**src/rtl/imm_gen_pipe_if.sv**
```systemverilog
// Handshake bundle for imm_gen_pipe: instruction-side input channel and
// immediate-side output channel. The block uses the slave modport.
interface imm_gen_pipe_if #(
  parameter int XLEN  = 32,
  parameter int TAG_W = 5
);
  logic             in_valid;
  logic             in_ready;
  logic [31:0]      inst;
  logic [2:0]       imm_type;
  logic [TAG_W-1:0] in_tag;
  logic             out_valid;
  logic             out_ready;
  logic [XLEN-1:0]  ext_imm;
  logic [TAG_W-1:0] out_tag;
  logic             imm_err;

  modport master (
    output in_valid, inst, imm_type, in_tag, out_ready,
    input  in_ready, out_valid, ext_imm, out_tag, imm_err
  );

  modport slave (
    input  in_valid, inst, imm_type, in_tag, out_ready,
    output in_ready, out_valid, ext_imm, out_tag, imm_err
  );
endinterface

```
**src/rtl/imm_gen_pipe.sv**
```systemverilog
// Pipelined RV32I immediate decoder/sign-extender with valid/ready output stage.
// Optional CSR zimm (Z-type) decode is enabled by defining IMM_GEN_ZIMM_EN.
module imm_gen_pipe #(
  parameter int XLEN  = 32,
  parameter int TAG_W = 5,
  parameter bit SKID  = 1'b1
) (
  input  logic                clk,
  input  logic                rst,
  imm_gen_pipe_if.slave       bus,
  output logic [15:0]         err_count
);

  // Fill with the sign bit, then overwrite the low field; {err, imm}.
  function automatic logic [XLEN:0] decode_imm(input logic [31:7] inst, input logic [2:0] sel);
    logic [XLEN-1:0] imm;
    logic            err;
    imm = {XLEN{inst[31]}};
    err = 1'b0;
    case (sel)
      3'b000: imm[11:0] = inst[31:20];
      3'b001: imm[11:0] = {inst[31:25], inst[11:7]};
      3'b010: imm[12:0] = {inst[31], inst[7], inst[30:25], inst[11:8], 1'b0};
      3'b011: imm[31:0] = {inst[31:12], 12'b0};
      3'b100: imm[20:0] = {inst[31], inst[19:12], inst[20], inst[30:21], 1'b0};
`ifdef IMM_GEN_ZIMM_EN
      3'b101: begin
        imm      = {XLEN{1'b0}};
        imm[4:0] = inst[19:15];
      end
`endif
      default: begin
        imm = {XLEN{1'b0}};
        err = 1'b1;
      end
    endcase
    return {err, imm};
  endfunction

  logic [XLEN:0]    dec_s;
  logic [XLEN-1:0]  dec_imm_s;
  logic             dec_err_s;
  logic             in_ready_s;
  logic             in_xfer_s;
  logic             out_xfer_s;
  logic             unused_opcode_s;

  logic             main_valid_r;
  logic [XLEN-1:0]  main_imm_r;
  logic [TAG_W-1:0] main_tag_r;
  logic             main_err_r;
  logic [15:0]      err_count_r;

  // Decode the incoming instruction combinationally.
  always_comb begin
    dec_s     = decode_imm(bus.inst[31:7], bus.imm_type);
    dec_imm_s = dec_s[XLEN-1:0];
    dec_err_s = dec_s[XLEN];
  end

  assign unused_opcode_s = ^bus.inst[6:0];
  assign in_xfer_s       = bus.in_valid && in_ready_s;
  assign out_xfer_s      = main_valid_r && bus.out_ready;

  if (SKID) begin : g_skid
    logic             skid_valid_r;
    logic [XLEN-1:0]  skid_imm_r;
    logic [TAG_W-1:0] skid_tag_r;
    logic             skid_err_r;
    logic             in_ready_r;
    logic             skid_next_s;

    // Skid fills when main is stalled and empties when main drains.
    always_comb begin
      skid_next_s = skid_valid_r;
      if (in_xfer_s && main_valid_r && !bus.out_ready) begin
        skid_next_s = 1'b1;
      end else if (out_xfer_s && skid_valid_r) begin
        skid_next_s = 1'b0;
      end else begin
        skid_next_s = skid_valid_r;
      end
    end

    // Main/skid storage and registered in_ready.
    always_ff @(posedge clk) begin
      if (!rst) begin
        main_valid_r <= 1'b0;
        main_imm_r   <= {XLEN{1'b0}};
        main_tag_r   <= {TAG_W{1'b0}};
        main_err_r   <= 1'b0;
        skid_valid_r <= 1'b0;
        skid_imm_r   <= {XLEN{1'b0}};
        skid_tag_r   <= {TAG_W{1'b0}};
        skid_err_r   <= 1'b0;
        in_ready_r   <= 1'b0;
      end else begin
        skid_valid_r <= skid_next_s;
        in_ready_r   <= !skid_next_s;
        if (out_xfer_s && skid_valid_r) begin
          main_imm_r <= skid_imm_r;
          main_tag_r <= skid_tag_r;
          main_err_r <= skid_err_r;
        end else if (in_xfer_s && (!main_valid_r || out_xfer_s)) begin
          main_valid_r <= 1'b1;
          main_imm_r   <= dec_imm_s;
          main_tag_r   <= bus.in_tag;
          main_err_r   <= dec_err_s;
        end else if (out_xfer_s) begin
          main_valid_r <= 1'b0;
        end
        if (in_xfer_s && main_valid_r && !bus.out_ready) begin
          skid_imm_r <= dec_imm_s;
          skid_tag_r <= bus.in_tag;
          skid_err_r <= dec_err_s;
        end
      end
    end

    assign in_ready_s = in_ready_r;
  end else begin : g_single
    // in_ready is held low during reset so nothing is taken while clearing.
    assign in_ready_s = rst && (!main_valid_r || bus.out_ready);

    // Single output register.
    always_ff @(posedge clk) begin
      if (!rst) begin
        main_valid_r <= 1'b0;
        main_imm_r   <= {XLEN{1'b0}};
        main_tag_r   <= {TAG_W{1'b0}};
        main_err_r   <= 1'b0;
      end else if (in_xfer_s) begin
        main_valid_r <= 1'b1;
        main_imm_r   <= dec_imm_s;
        main_tag_r   <= bus.in_tag;
        main_err_r   <= dec_err_s;
      end else if (out_xfer_s) begin
        main_valid_r <= 1'b0;
      end
    end
  end

  // Saturating count of accepted illegal selects.
  always_ff @(posedge clk) begin
    if (!rst) begin
      err_count_r <= 16'h0000;
    end else if (in_xfer_s && dec_err_s && (err_count_r != 16'hFFFF)) begin
      err_count_r <= err_count_r + 16'h0001;
    end
  end

  assign bus.in_ready  = in_ready_s;
  assign bus.out_valid = main_valid_r;
  assign bus.ext_imm   = main_imm_r;
  assign bus.out_tag   = main_tag_r;
  assign bus.imm_err   = main_err_r;
  assign err_count     = err_count_r;

endmodule

```
**src/flat_wrapper.sv**
```systemverilog
// flat-port wrapper written by rule: the top's interface ports become plain ports
module imm_gen_pipe_flat 
#(
  parameter int XLEN  = 32,
  parameter int TAG_W = 5,
  parameter bit SKID  = 1'b1
)
  (clk, rst, err_count, bus_in_valid, bus_inst, bus_imm_type, bus_in_tag, bus_out_ready, bus_in_ready, bus_out_valid, bus_ext_imm, bus_out_tag, bus_imm_err);
  imm_gen_pipe_if #(.XLEN(XLEN), .TAG_W(TAG_W)) bus_i ();
  input  logic clk;
  input  logic rst;
  output logic [15:0] err_count;
  input wire logic [$bits(bus_i.in_valid)-1:0] bus_in_valid;
  input wire logic [$bits(bus_i.inst)-1:0] bus_inst;
  input wire logic [$bits(bus_i.imm_type)-1:0] bus_imm_type;
  input wire logic [$bits(bus_i.in_tag)-1:0] bus_in_tag;
  input wire logic [$bits(bus_i.out_ready)-1:0] bus_out_ready;
  output wire logic [$bits(bus_i.in_ready)-1:0] bus_in_ready;
  output wire logic [$bits(bus_i.out_valid)-1:0] bus_out_valid;
  output wire logic [$bits(bus_i.ext_imm)-1:0] bus_ext_imm;
  output wire logic [$bits(bus_i.out_tag)-1:0] bus_out_tag;
  output wire logic [$bits(bus_i.imm_err)-1:0] bus_imm_err;
  assign bus_i.in_valid = bus_in_valid;
  assign bus_i.inst = bus_inst;
  assign bus_i.imm_type = bus_imm_type;
  assign bus_i.in_tag = bus_in_tag;
  assign bus_i.out_ready = bus_out_ready;
  assign bus_in_ready = bus_i.in_ready;
  assign bus_out_valid = bus_i.out_valid;
  assign bus_ext_imm = bus_i.ext_imm;
  assign bus_out_tag = bus_i.out_tag;
  assign bus_imm_err = bus_i.imm_err;
  imm_gen_pipe #(.XLEN(XLEN), .TAG_W(TAG_W), .SKID(SKID)) u_core (.clk(clk), .rst(rst), .bus(bus_i), .err_count(err_count));
endmodule
```
**config.mk**
```make
export PLATFORM = sky130hd
export DESIGN_NAME = imm_gen_pipe_flat
export DESIGN_NICKNAME = d
export VERILOG_FILES = /design/src/rtl/imm_gen_pipe_if.sv /design/src/rtl/imm_gen_pipe.sv /design/src/flat_wrapper.sv
export SDC_FILE = /design/constraint.sdc
export NUM_CORES = 1
export LEC_CHECK = 0
export BUFFER_PORTS_ARGS = -buffer_cell sky130_fd_sc_hd__buf_2
export CAP_MARGIN = 20
export CORE_MARGIN = 4
export CORE_UTILIZATION = 54
export DETAILED_ROUTE_END_ITERATION = 10
export GPL_ROUTABILITY_DRIVEN = 0
export HOLD_SLACK_MARGIN = 0.03
export MAX_ROUTING_LAYER = met4
export PLACE_DENSITY = 0.84
export SYNTH_ARGS = -nofsm -noshare
export SYNTH_HDL_FRONTEND = slang
export SYNTH_SLANG_ARGS = --single-unit
```
**constraint.sdc**
```tcl
create_clock -name clk -period 2 [get_ports clk]
set_input_delay 0.1 -clock clk [delete_from_list [all_inputs] [get_ports clk]]
set_output_delay 0.1 -clock clk [all_outputs]
set_load 0.05 [all_outputs]
```
* Yosys cells after proc, flatten, opt, wreduce, memory -nomap -nowiden
Index checks and enable logic that the tools add are counted.
** Storage, ports and cells
- Logic and storage cells :: 52
- Input bits :: 44
- Register bits :: 95
** Operators by class
- Equal/unequal tests :: 5
- Reductions and logical operators :: 20
- Mux-type cells :: 15
- Bitwise operators :: 1
- Add/subtract/negate cells :: 1
** Operators by type and width (count)
- two-way mux 32 bit :: 2
- one-hot mux 12 bit (4 select lines) :: 1
- one-hot mux 8 bit (3 select lines) :: 1
- one-hot mux 11 bit (2 select lines) :: 1
- adder 16 x 1 -> 16 bit, second input constant :: 1
- != test 16 bit, second input constant :: 1
- two-way mux 5 bit :: 2
- logical AND 1 bit :: 8
- two-way mux 1 bit :: 7
- == test 3 x 2 -> 1 bit, second input constant :: 2
- OR reduction 5 bit :: 1
- nonzero test 2 bit :: 2
- OR reduction 4 bit :: 1
- == test 3 x 1 -> 1 bit, second input constant :: 1
- == test 3 bit, second input constant :: 1
- zero test 1 bit :: 3
- zero test 3 bit :: 1
- OR reduction 3 bit :: 1
- one-hot mux 1 bit (2 select lines) :: 1
- AND reduction 2 bit :: 1
- OR reduction 2 bit :: 1
- logical OR 1 bit :: 1
- inverter 1 bit :: 1

* Depth between registers and ports, before layout
Gate-level depths: netlist of the first run.
- Depth in word-level cells :: 5
- Mapped depth :: 7
- Mapped depth without buffers :: 5

* Worst setup path before layout of the first run
OpenSTA, ideal clock, no wires.
- Path kind :: flip-flop to flip-flop
- Start point :: register u_core.err_count_r[1] (netlist: u_core.err_count[1])
- End point :: register u_core.err_count_r[8] (netlist: u_core.err_count[8])
- Period minus slack after synthesis :: 2057 ps
- Arrival time :: 1986 ps
- Setup slack :: -57 ps
- Stages on the path, launching flop included :: 6
- Path through :: dfxtp_1 -> ha_1 -> nand3_1 -> or3_1 -> or3_1 -> a21oi_1
** On the way
- Cells in the longest elaborated chain, start to end :: 2
- Elaborated cells between the ends (all ways) :: 3
- Classes of those cells :: add/sub: 1; eq/ne: 1; reduce/logical: 1
** Ends and longest elaborated chain
- from (decl) :: RTL line imm_gen_pipe.sv:52 : logic [15:0] err_count_r;
- from (signal assigned) :: RTL line imm_gen_pipe.sv:148 : err_count_r <= err_count_r + 16'h0001;
- branches (longest 2 deep; another with adder 16 x 1 -> 16 bit)
Several ways; the timed one is not identified.
A chain may end at the register's enable or synchronous reset.

* Final worst setup path of the first run
- Start point :: register u_core.err_count_r[0] (netlist: u_core.err_count[0])
- End point :: register u_core.err_count_r[15] (netlist: u_core.err_count[15])
Same word-level chain as after synthesis.

==> results of run 1 <==
## worst max-delay path, delay by kind of cell (launching register included)
kind | cells | cell delay (ns)
simple gates | 2 | 0.72
compound gates | 2 | 0.42
flops | 1 | 0.35
fa+ha+maj | 1 | 0.23
## layer usage
layer  wire, microns  vias to the layer above
met4             180                        0
met1            4930                     2068
li1                -                     2120
met5               0                        -
met2            5670                      171
met3             796                       18
## Yosys cell counts, types with 5 or more instances
library cell,number,area share [%]
a21oi_1,84,9.9
a221oi_1,6,1.2
a311oi_1,7,1.4
and2_1,5,0.73
buf_2,13,1.5
clkbuf_1,27,2.4
dfxtp_1,95,45
inv_1,6,0.53
mux2i_1,5,1.2
nand2_1,77,6.8
nand2b_1,8,1.2
nand3_1,26,3.0
nand4_1,5,0.73
nor2_1,24,2.1
nor2b_1,5,0.73
nor3_1,7,0.82
o21ai_0,64,7.5
o221ai_1,12,2.5
o22a_1,8,1.6
or3_1,7,1.0
## metrics by stage
stage	cell area [sq um]	setup slack (ns)	power, mW	std cells
2_1_floorplan	4270	0.0625	2.38	535
3_3_place_gp	4820	0.251	2.53	702
3_5_place_dp	4820	0.137	2.55	702
4_1_cts	5180	0.130	3.93	732
5_1_grt	5190	0.0470	4.06	734
6_report	5190	0.210	3.92	734
## path summary, 6_finish.rpt
check | end | slack (ns) | cells past startpoint
min reg2reg | u_core.g_skid.skid_tag_r[1] | 0.46 | 2
max reg2reg | u_core.err_count[15] | 0.21 | 5
min | u_core.g_skid.skid_imm_r[29] | 0.04 | 3
max | u_core.err_count[15] | 0.21 | 5
## final cells by class
class	count	area share, %
Inverter	6	0.434
Sequential cell	95	36.7
Clock inverter	6	1.81
Multi-Input combinational cell	390	41.6
Timing Repair Buffer	125	14.5
Tap cell	102	2.46
Clock buffer	10	2.46
## state kept, by name, summed over array words and instances (netlist names)
signal,flops
u_core.err_count,16
u_core.g_skid.skid_valid_r,1
u_core.bus.out_tag,5
u_core.bus.ext_imm,32
u_core.bus.imm_err,1
u_core.g_skid.skid_imm_r,32
u_core.g_skid.skid_err_r,1
u_core.bus.in_ready,1
u_core.bus.out_valid,1
u_core.g_skid.skid_tag_r,5
## power by group through the flow
stage	Sequential, mW	Combinational, mW	Clock [mW]
finish	1.97	0.556	1.39
global route	1.98	0.597	1.49
CTS	1.97	0.553	1.40
detailed placement	2.02	0.531	0
global placement	2.02	0.517	0
floorplan	2.16	0.224	0
## cells by family (layout without fill, tap and decap cells)
kind of cell             count (synthesis)  count (layout)
AO/OA/AOI/OAI                          196             196
AND/OR/NAND/NOR                        187             187
adder cells (fa/ha/maj)                  2               2
multiplexers                             5               5
flip-flops                              95              95
buffers and inverters                   50             147
## repair_timing
action	in CTS	in global routing
endpoints found under the setup margin	0	1
buffers inserted	0	2
endpoints found under the hold margin	21	0
hold buffers	14	0
==> results.json, run 1 <==
{
  "wl_per_cell_microns": 15.8,
  "track_usage_pct": 24.8,
  "portBuffers": 92,
  "antenna_left": 0,
  "cts.clk_slew.worst_paths_ns": 0.09,
  "slew_viol_final": 0,
  "h-tree-depth": 3,
  "rr_startpoint": "u_core.err_count[0]",
  "synth_fp_nets": 580,
  "multi_input_area_sq_mm": 0.00216,
  "endpoint_kind": "register",
  "worstPathMaxFanout": 9,
  "overflow": 0,
  "tightest_slew_ns": 0.576,
  "synthArstFlopShare_pct": 0,
  "synth_compound_area_share_pct": 27.3,
  "wirelength_mm": 11.6,
  "synth_area_sq_mm": 0.00427,
  "synth-main-ff-cell": "dfxtp_1",
  "netlist_instances": 535,
  "io_pins": 100,
  "drive_above_1_share_pct": 21.4,
  "gr-usage-met3_pct": 4.76,
  "skew_ns": 0.0133,
  "slowest_delay_ns": 0.44,
  "die_y_microns": 96.9,
  "power_frac_seq_pct": 50.4,
  "numCtsBuffers": 9,
  "fin_crit_ns": 1.79,
  "swShare_pct": 27.8,
  "synth-simple-area-share_pct": 21.6,
  "hpwl_mm": 7.81,
  "cp.arrival_ns": 2.08,
  "critPathKind": "register to register",
  "nets": 672,
  "startpoint": "u_core.err_count[0]",
  "finalHoldViolCount": 0,
  "yosys_warnings": 0,
  "final_cell_mix": "dfxtp_1, buf_2, a21oi_1",
  "vdd_drop_max_mv": 0.376,
  "use_met2_pct": 40.3,
  "cp-start-kind": "register",
  "vias": 4377,
  "areaGrowthSynthToFinish_pct": 21.7,
  "cts_resized": 0,
  "drtIter0Drc": 265,
  "p_clk_share_pct": 35.4,
  "fmax_mhz": 559,
  "cts_tree": "yes",
  "clock_path_buffers": 2,
  "num_rows": 32,
  "insertion_delay_ns": 0.36,
  "cts_root_buf": "clkbuf_8",
  "synth_adder_area_share_pct": 0.528,
  "register_area_sq_mm": 0.00190,
  "synth_top_family_by_area": "compound AO/OA/AOI/OAI gates",
  "post_drt_via_cell_ratio": 5.96,
  "antenna_cells": 0,
  "min_from": "bus_inst[29]",
  "finalSetupViolCount": 0,
  "drc": 0,
  "power.switching_mw": 1.09,
  "first_pass_iters": 5,
  "top_usage_layer": "met2",
  "min_period_over_period_pct": 89.5,
  "combPwrFrac_pct": 14.2,
  "grt_pass1_vias": 4029,
  "muxShareOfSynthArea_pct": 1.17,
  "hold_ws_ns": 0.0432,
  "synth_cell_types": 43,
  "crit_required_ns": 2.29,
  "coreArea_sq_mm": 0.00769,
  "crit_path_cell_trace": "ha_1 -> nand3_1 -> o21ai_0 -> or4_1 -> a21oi_1",
  "p_per_area_mw_per_mm2": 754,
  "yosys_register_bits": 95,
  "yosysSeqAreaShare_pct": 44.6,
  "finish.utilization_pct": 67.6,
  "mostFrequentLayoutCell": "dfxtp_1",
  "rsz0062_at_grt": "false",
  "finalSetupTns_ns": 0,
  "nFillCells": 674,
  "cts.sink_count": 95,
  "max-slew-margin-rel_pct": 61.5,
  "outcome": "completed",
  "die_x_microns": 96.9,
  "grtUsageMet1_pct": 31.2,
  "syn_area_per_cell_sq_um": 7.98,
  "p_int_mw": 2.83,
  "hold_path.class": "input port to register",
  "leakage_nw": 2.07,
  "synth_edf_count": 0,
  "grt_max_degree": 52,
  "slowest_stage": "or4_1",
  "initial_core_util_pct": 55.5,
  "dieArea_sq_mm": 0.00939,
  "grt_pass1_wl_mm": 19.1,
  "synthXorXnorAreaFrac_pct": 0,
  "maxCapViolations": 0,
  "antenna_found_initial": 0
}
(Power assumes the default switching activity.)
==> run 2, diff against run 1 <==
BUFFER_PORTS_ARGS = not set   (was -buffer_cell sky130_fd_sc_hd__buf_2)
CORE_UTILIZATION = 57   (was 54)
DONT_BUFFER_PORTS = 1   (was not set)
PLACE_DENSITY = 0.79   (was 0.84)
clock period = 1.6 ns   (was 2 ns; I/O delays follow)
==> run 2 against run 1 <==
The flow now finishes with violations (setup timing). Sequential power rose by 24%. Critical path depth did not move. Register-to-register slack got worse by 0.25 ns. Clock power rose by 33%. Cell count fell by 3.3%. Global-route usage rose by 3.8 points. Routed wire length rose by 7.0%. First-iteration DRC count rose by 26%.
==> results.json, run 2 (synthesis results as in run 1) <==
{
  "outcome": "finished with violations",
  "violations": "setup timing",
  "p_int_mw": 3.62,
  "first_pass_iters": 5,
  "insertion_delay_ns": 0.36,
  "numCtsBuffers": 9,
  "finalSetupViolCount": 1,
  "cts_tree": "yes",
  "power_frac_seq_pct": 49.2,
  "power_mw": 4.98,
  "vdd_drop_max_mv": 0.618,
  "drc": 0,
  "p_clk_share_pct": 37.1,
  "skew_ns": 0.0110,
  "drive_above_1_share_pct": 21.4,
  "fin_cells": 710,
  "max-slew-margin-rel_pct": 64.5,
  "nFillCells": 531,
  "die_x_microns": 94.5,
  "cp-start-kind": "register",
  "combPwrFrac_pct": 13.7,
  "placed_area_sq_mm": 0.00484,
  "wl_per_cell_microns": 17.5,
  "areaGrowthSynthToFinish_pct": 27.4,
  "critPathKind": "register to register",
  "endpoint_kind": "register",
  "grt_pass1_vias": 4135,
  "cts.clk_slew.worst_paths_ns": 0.10,
  "mostFrequentLayoutCell": "a21oi_1",
  "fmax_mhz": 610,
  "crit_required_ns": 1.85,
  "place_inst": 664,
  "worstPathMaxFanout": 9,
  "coreArea_sq_mm": 0.00725,
  "portBuffers": 0,
  "dieArea_sq_mm": 0.00894,
  "antenna_found_initial": 0,
  "die_y_microns": 94.5,
  "tightest_slew_ns": 0.531,
  "p_per_area_mw_per_mm2": 916,
  "h-tree-depth": 3,
  "cts.sink_count": 95,
  "cts_root_buf": "clkbuf_8",
  "cp.arrival_ns": 1.89,
  "swShare_pct": 27.2,
  "hold_path.class": "input port to register",
  "initial_core_util_pct": 58.8,
  "wirelength_mm": 12.4,
  "num_rows": 31,
  "grt_max_degree": 69,
  "track_usage_pct": 28.5,
  "vias": 4378,
  "nets": 651,
  "post_drt_via_cell_ratio": 6.17,
  "clock_path_buffers": 2,
  "hpwl_mm": 7.57,
  "overflow": 0,
  "pre_cts_ws_ns": -0.0450,
  "rsz0062_at_grt": "true",
  "io_pins": 100,
  "fin_crit_ns": 1.64,
  "drtIter0Drc": 335,
  "final_cell_area_sq_mm": 0.00544,
  "finalSetupTns_ns": -0.0399,
  "antenna_left": 0,
  "grt_pass1_wl_mm": 19.8,
  "setup_ws_ns": -0.0399,
  "hold_ws_ns": 0.0287,
  "maxCapViolations": 0,
  "slew_viol_final": 0,
  "antenna_cells": 0,
  "min_period_over_period_pct": 102,
  "finish.utilization_pct": 75.0,
  "finalHoldViolCount": 0,
  "leakage_nw": 2.02,
  "final_cell_mix": "a21oi_1, dfxtp_1, nand2_1, buf_4, o21ai_0",
  "power.switching_mw": 1.36
}
-- run 2: cell count changes in the layout (fill, tap and decap cells not counted), sizes merged --
cell / previous run / this run
dlygate4sd3: 14 / 23
inv: 7 / 8
clkinv: 2 / 1
buf: 111 / 80
nand3: 26 / 27
-- run 2: worst max-delay path, cell delays in order, from the launching register on --
cell      delay [ns]
dfxtp_4         0.35
nand4_1         0.26
nor4_4          0.36
buf_6           0.17
nor2_1          0.07
a311oi_1        0.31
-- run 2: final timing paths --
| kind | from | endpoint | slack (ns) | cells after the start |
|---|---|---|---|---|
| min | bus_in_valid | u_core.err_count[0] | 0.03 | 3 |
| max reg2reg | u_core.err_count[15] | u_core.err_count[2] | -0.04 | 5 |
| min reg2reg | u_core.g_skid.skid_imm_r[28] | u_core.bus.ext_imm[28] | 0.45 | 2 |
| max | u_core.err_count[15] | u_core.err_count[2] | -0.04 | 5 |
-- run 2: metal layers --
layer | up-vias | part of all wire [%] | global-route usage (%) | wire [microns]
met3 | 28 | 8.4 | 5.82 | 1040
met5 | - | 0 | - | 0
met2 | 232 | 48 | 44.0 | 5890
met4 | 0 | 2.3 | 11.4 | 280
met1 | 2044 | 42 | 36.7 | 5180
li1 | 2074 | - | - | -
-- run 2: timing repair --
action                                  4_1_cts  5_1_grt
endpoints found under the setup margin        4       25
setup buffers                                 1        4
gates cloned                                  0        1
hold buffers                                 23        1
hold endpoints to repair                     83        1
pin swaps                                     1        2
gates resized for setup                       3       10
-- run 2: power groups by stage --
stage | clock network (mW) | registers, mW | logic [mW]
floorplan | 0 | 2.68 | 0.280
global placement | 0 | 2.50 | 0.561
detailed placement | 0 | 2.50 | 0.573
CTS | 1.86 | 2.45 | 0.673
global route | 1.94 | 2.46 | 0.732
finish | 1.85 | 2.45 | 0.683
-- run 2: cell type report --
type	instances	area (sq um)	share of cell area [%]
inverters	6	22.5	0.414
flip-flops and latches	95	1960	36.0
clock buffers	10	149	2.74
repair buffers	103	871	16.0
well taps	99	124	2.28
clock inverters	6	87.6	1.61
multi-input cells	391	2220	40.9
==> run 3, diff against run 2 <==
CORE_MARGIN = not set   (was 4)
CORE_UTILIZATION = 62   (was 57)
PLACE_DENSITY = 0.82   (was 0.79)
REMOVE_ABC_BUFFERS = 1   (was not set)
clock period = 2 ns   (was 1.6 ns; I/O delays follow)
==> run 3 against run 2 <==
The run ends with DRC left. Register-to-register slack improved by 0.17 ns. Via count decreased by 4.5%. Worst hold slack improved by 0.0091 ns. Critical path depth unchanged. Non-clock buffer count decreased by 45. Count of clock-buffer cells in the layout increased by 3. Global-route usage increased by 5.2 points.
==> results.json, run 3 (synthesis results as in run 1) <==
{
  "outcome": "finished with violations",
  "violations": "DRC",
  "drive_above_1_share_pct": 10.6,
  "post_drt_via_cell_ratio": 6.52,
  "grt_pass1_vias": 3950,
  "slowest_delay_ns": 0.49,
  "die_y_microns": 85.0,
  "cp-start-kind": "register",
  "leakage_nw": 1.76,
  "hpwl_mm": 7.15,
  "place_inst": 605,
  "antenna_cells": 0,
  "finalSetupTns_ns": 0,
  "mostFrequentLayoutCell": "dfxtp_1",
  "setup_ws_ns": 0.135,
  "crit_path_cell_trace": "ha_1 -> nand3_1 -> nor4_4 -> nor2_1 -> a311oi_1",
  "endpoint_kind": "register",
  "cts.sink_count": 95,
  "fin_cells": 641,
  "antenna_left": 0,
  "antenna_found_initial": 0,
  "p_per_area_mw_per_mm2": 752,
  "cts_resized": 0,
  "insertion_delay_ns": 0.36,
  "drc": 7,
  "wirelength_mm": 11.6,
  "nFillCells": 491,
  "finalHoldViolCount": 0,
  "tightest_slew_ns": 0.955,
  "cp.arrival_ns": 2.13,
  "initial_core_util_pct": 65.7,
  "post_cts_buffers": 0,
  "pre_cts_ws_ns": 0.0993,
  "maxCapViolations": 0,
  "die_x_microns": 85.0,
  "slew_viol_final": 0,
  "dieArea_sq_mm": 0.00722,
  "vdd_drop_max_mv": 0.398,
  "min_period_over_period_pct": 93.3,
  "fin_crit_ns": 1.87,
  "crit_required_ns": 2.26,
  "skew_ns": 0.0149,
  "worstPathMaxFanout": 9,
  "first_pass_iters": 9,
  "drtIter0Drc": 459,
  "io_pins": 100,
  "coreArea_sq_mm": 0.00649,
  "placed_area_sq_mm": 0.00447,
  "fmax_mhz": 536,
  "vias": 4182,
  "overflow": 0,
  "cts_root_buf": "clkbuf_8",
  "grt_pass1_wl_mm": 18.8,
  "critPathKind": "register to register",
  "cts_tree": "yes",
  "wl_per_cell_microns": 18.1,
  "rsz0062_at_grt": "false",
  "finalSetupViolCount": 0,
  "grt_max_degree": 69,
  "nets": 605,
  "track_usage_pct": 33.8,
  "slowest_stage": "nor4_4",
  "areaGrowthSynthToFinish_pct": 14.5,
  "hold_path.class": "input port to register",
  "portBuffers": 0,
  "numCtsBuffers": 9,
  "num_rows": 29,
  "cts.clk_slew.worst_paths_ns": 0.09,
  "hold_ws_ns": 0.0377,
  "critical_path.top_delay_family": "simple AND/OR/NAND/NOR gates",
  "h-tree-depth": 3,
  "final_cell_area_sq_mm": 0.00489,
  "max-slew-margin-rel_pct": 36.3,
  "critPathBufInv": 0,
  "power_mw": 3.67,
  "finish.utilization_pct": 75.2,
  "final_cell_mix": "dfxtp_1, a21oi_1, nand2_1",
  "clock_path_buffers": 2
}
[run 3: cell count changes in the layout (fill, tap and decap cells not counted), moves of 3 or more]
cell / previous run / this run
clkbuf_8: 9 / 13
dfxtp_1: 77 / 95
dlygate4sd3_1: 23 / 20
buf_4: 76 / 36
dfxtp_2: 4 / 0
dfxtp_4: 14 / 0
[run 3: final timing paths]
kind | from | end | slack (ns) | cells past startpoint
min | bus_inst[31] | u_core.g_skid.skid_imm_r[31] | 0.04 | 3
min reg2reg | u_core.g_skid.skid_imm_r[26] | u_core.bus.ext_imm[26] | 0.46 | 2
max reg2reg | u_core.err_count[1] | u_core.err_count[2] | 0.13 | 5
max | u_core.err_count[1] | u_core.err_count[2] | 0.13 | 5
[run 3: final cells by class]
class,instances,area [sq um],area share [%]
well taps,77,96.3,1.97
inverters,6,22.5,0.461
clock inverters,2,13.8,0.282
clock buffers,13,179,3.66
repair buffers,58,510,10.4
multi-input cells,390,2160,44.3
flip-flops and latches,95,1900,38.9
[run 3: per-layer routing]
| metal | share of wire, % | GRT usage (%) | routed length (microns) |
|---|---|---|---|
| met3 | 8.8 | 7.10 | 1020 |
| met5 | 0 | - | 0 |
| met2 | 48 | 54.1 | 5540 |
| met1 | 41 | 41.4 | 4800 |
| met4 | 2.0 | 14.3 | 229 |
[run 3: worst register-to-register path, stage by stage, from the launching register on]
cell      delay [ns]
dfxtp_1         0.35
ha_1            0.20
nand3_1         0.29
nor4_4          0.50
nor2_1          0.16
a311oi_1        0.28
[run 3: power breakdown]
part | internal [mW] | switching (mW) | leakage (nW) | total [mW]
logic | 0.140 | 0.229 | 0.887 | 0.369
clock network | 0.582 | 0.633 | 0.101 | 1.21
registers | 1.94 | 0.146 | 0.770 | 2.09
[run 3: timing repair]
item	CTS	global route
setup endpoints to repair	0	1
hold endpoints to repair	82	0
hold buffers	21	0
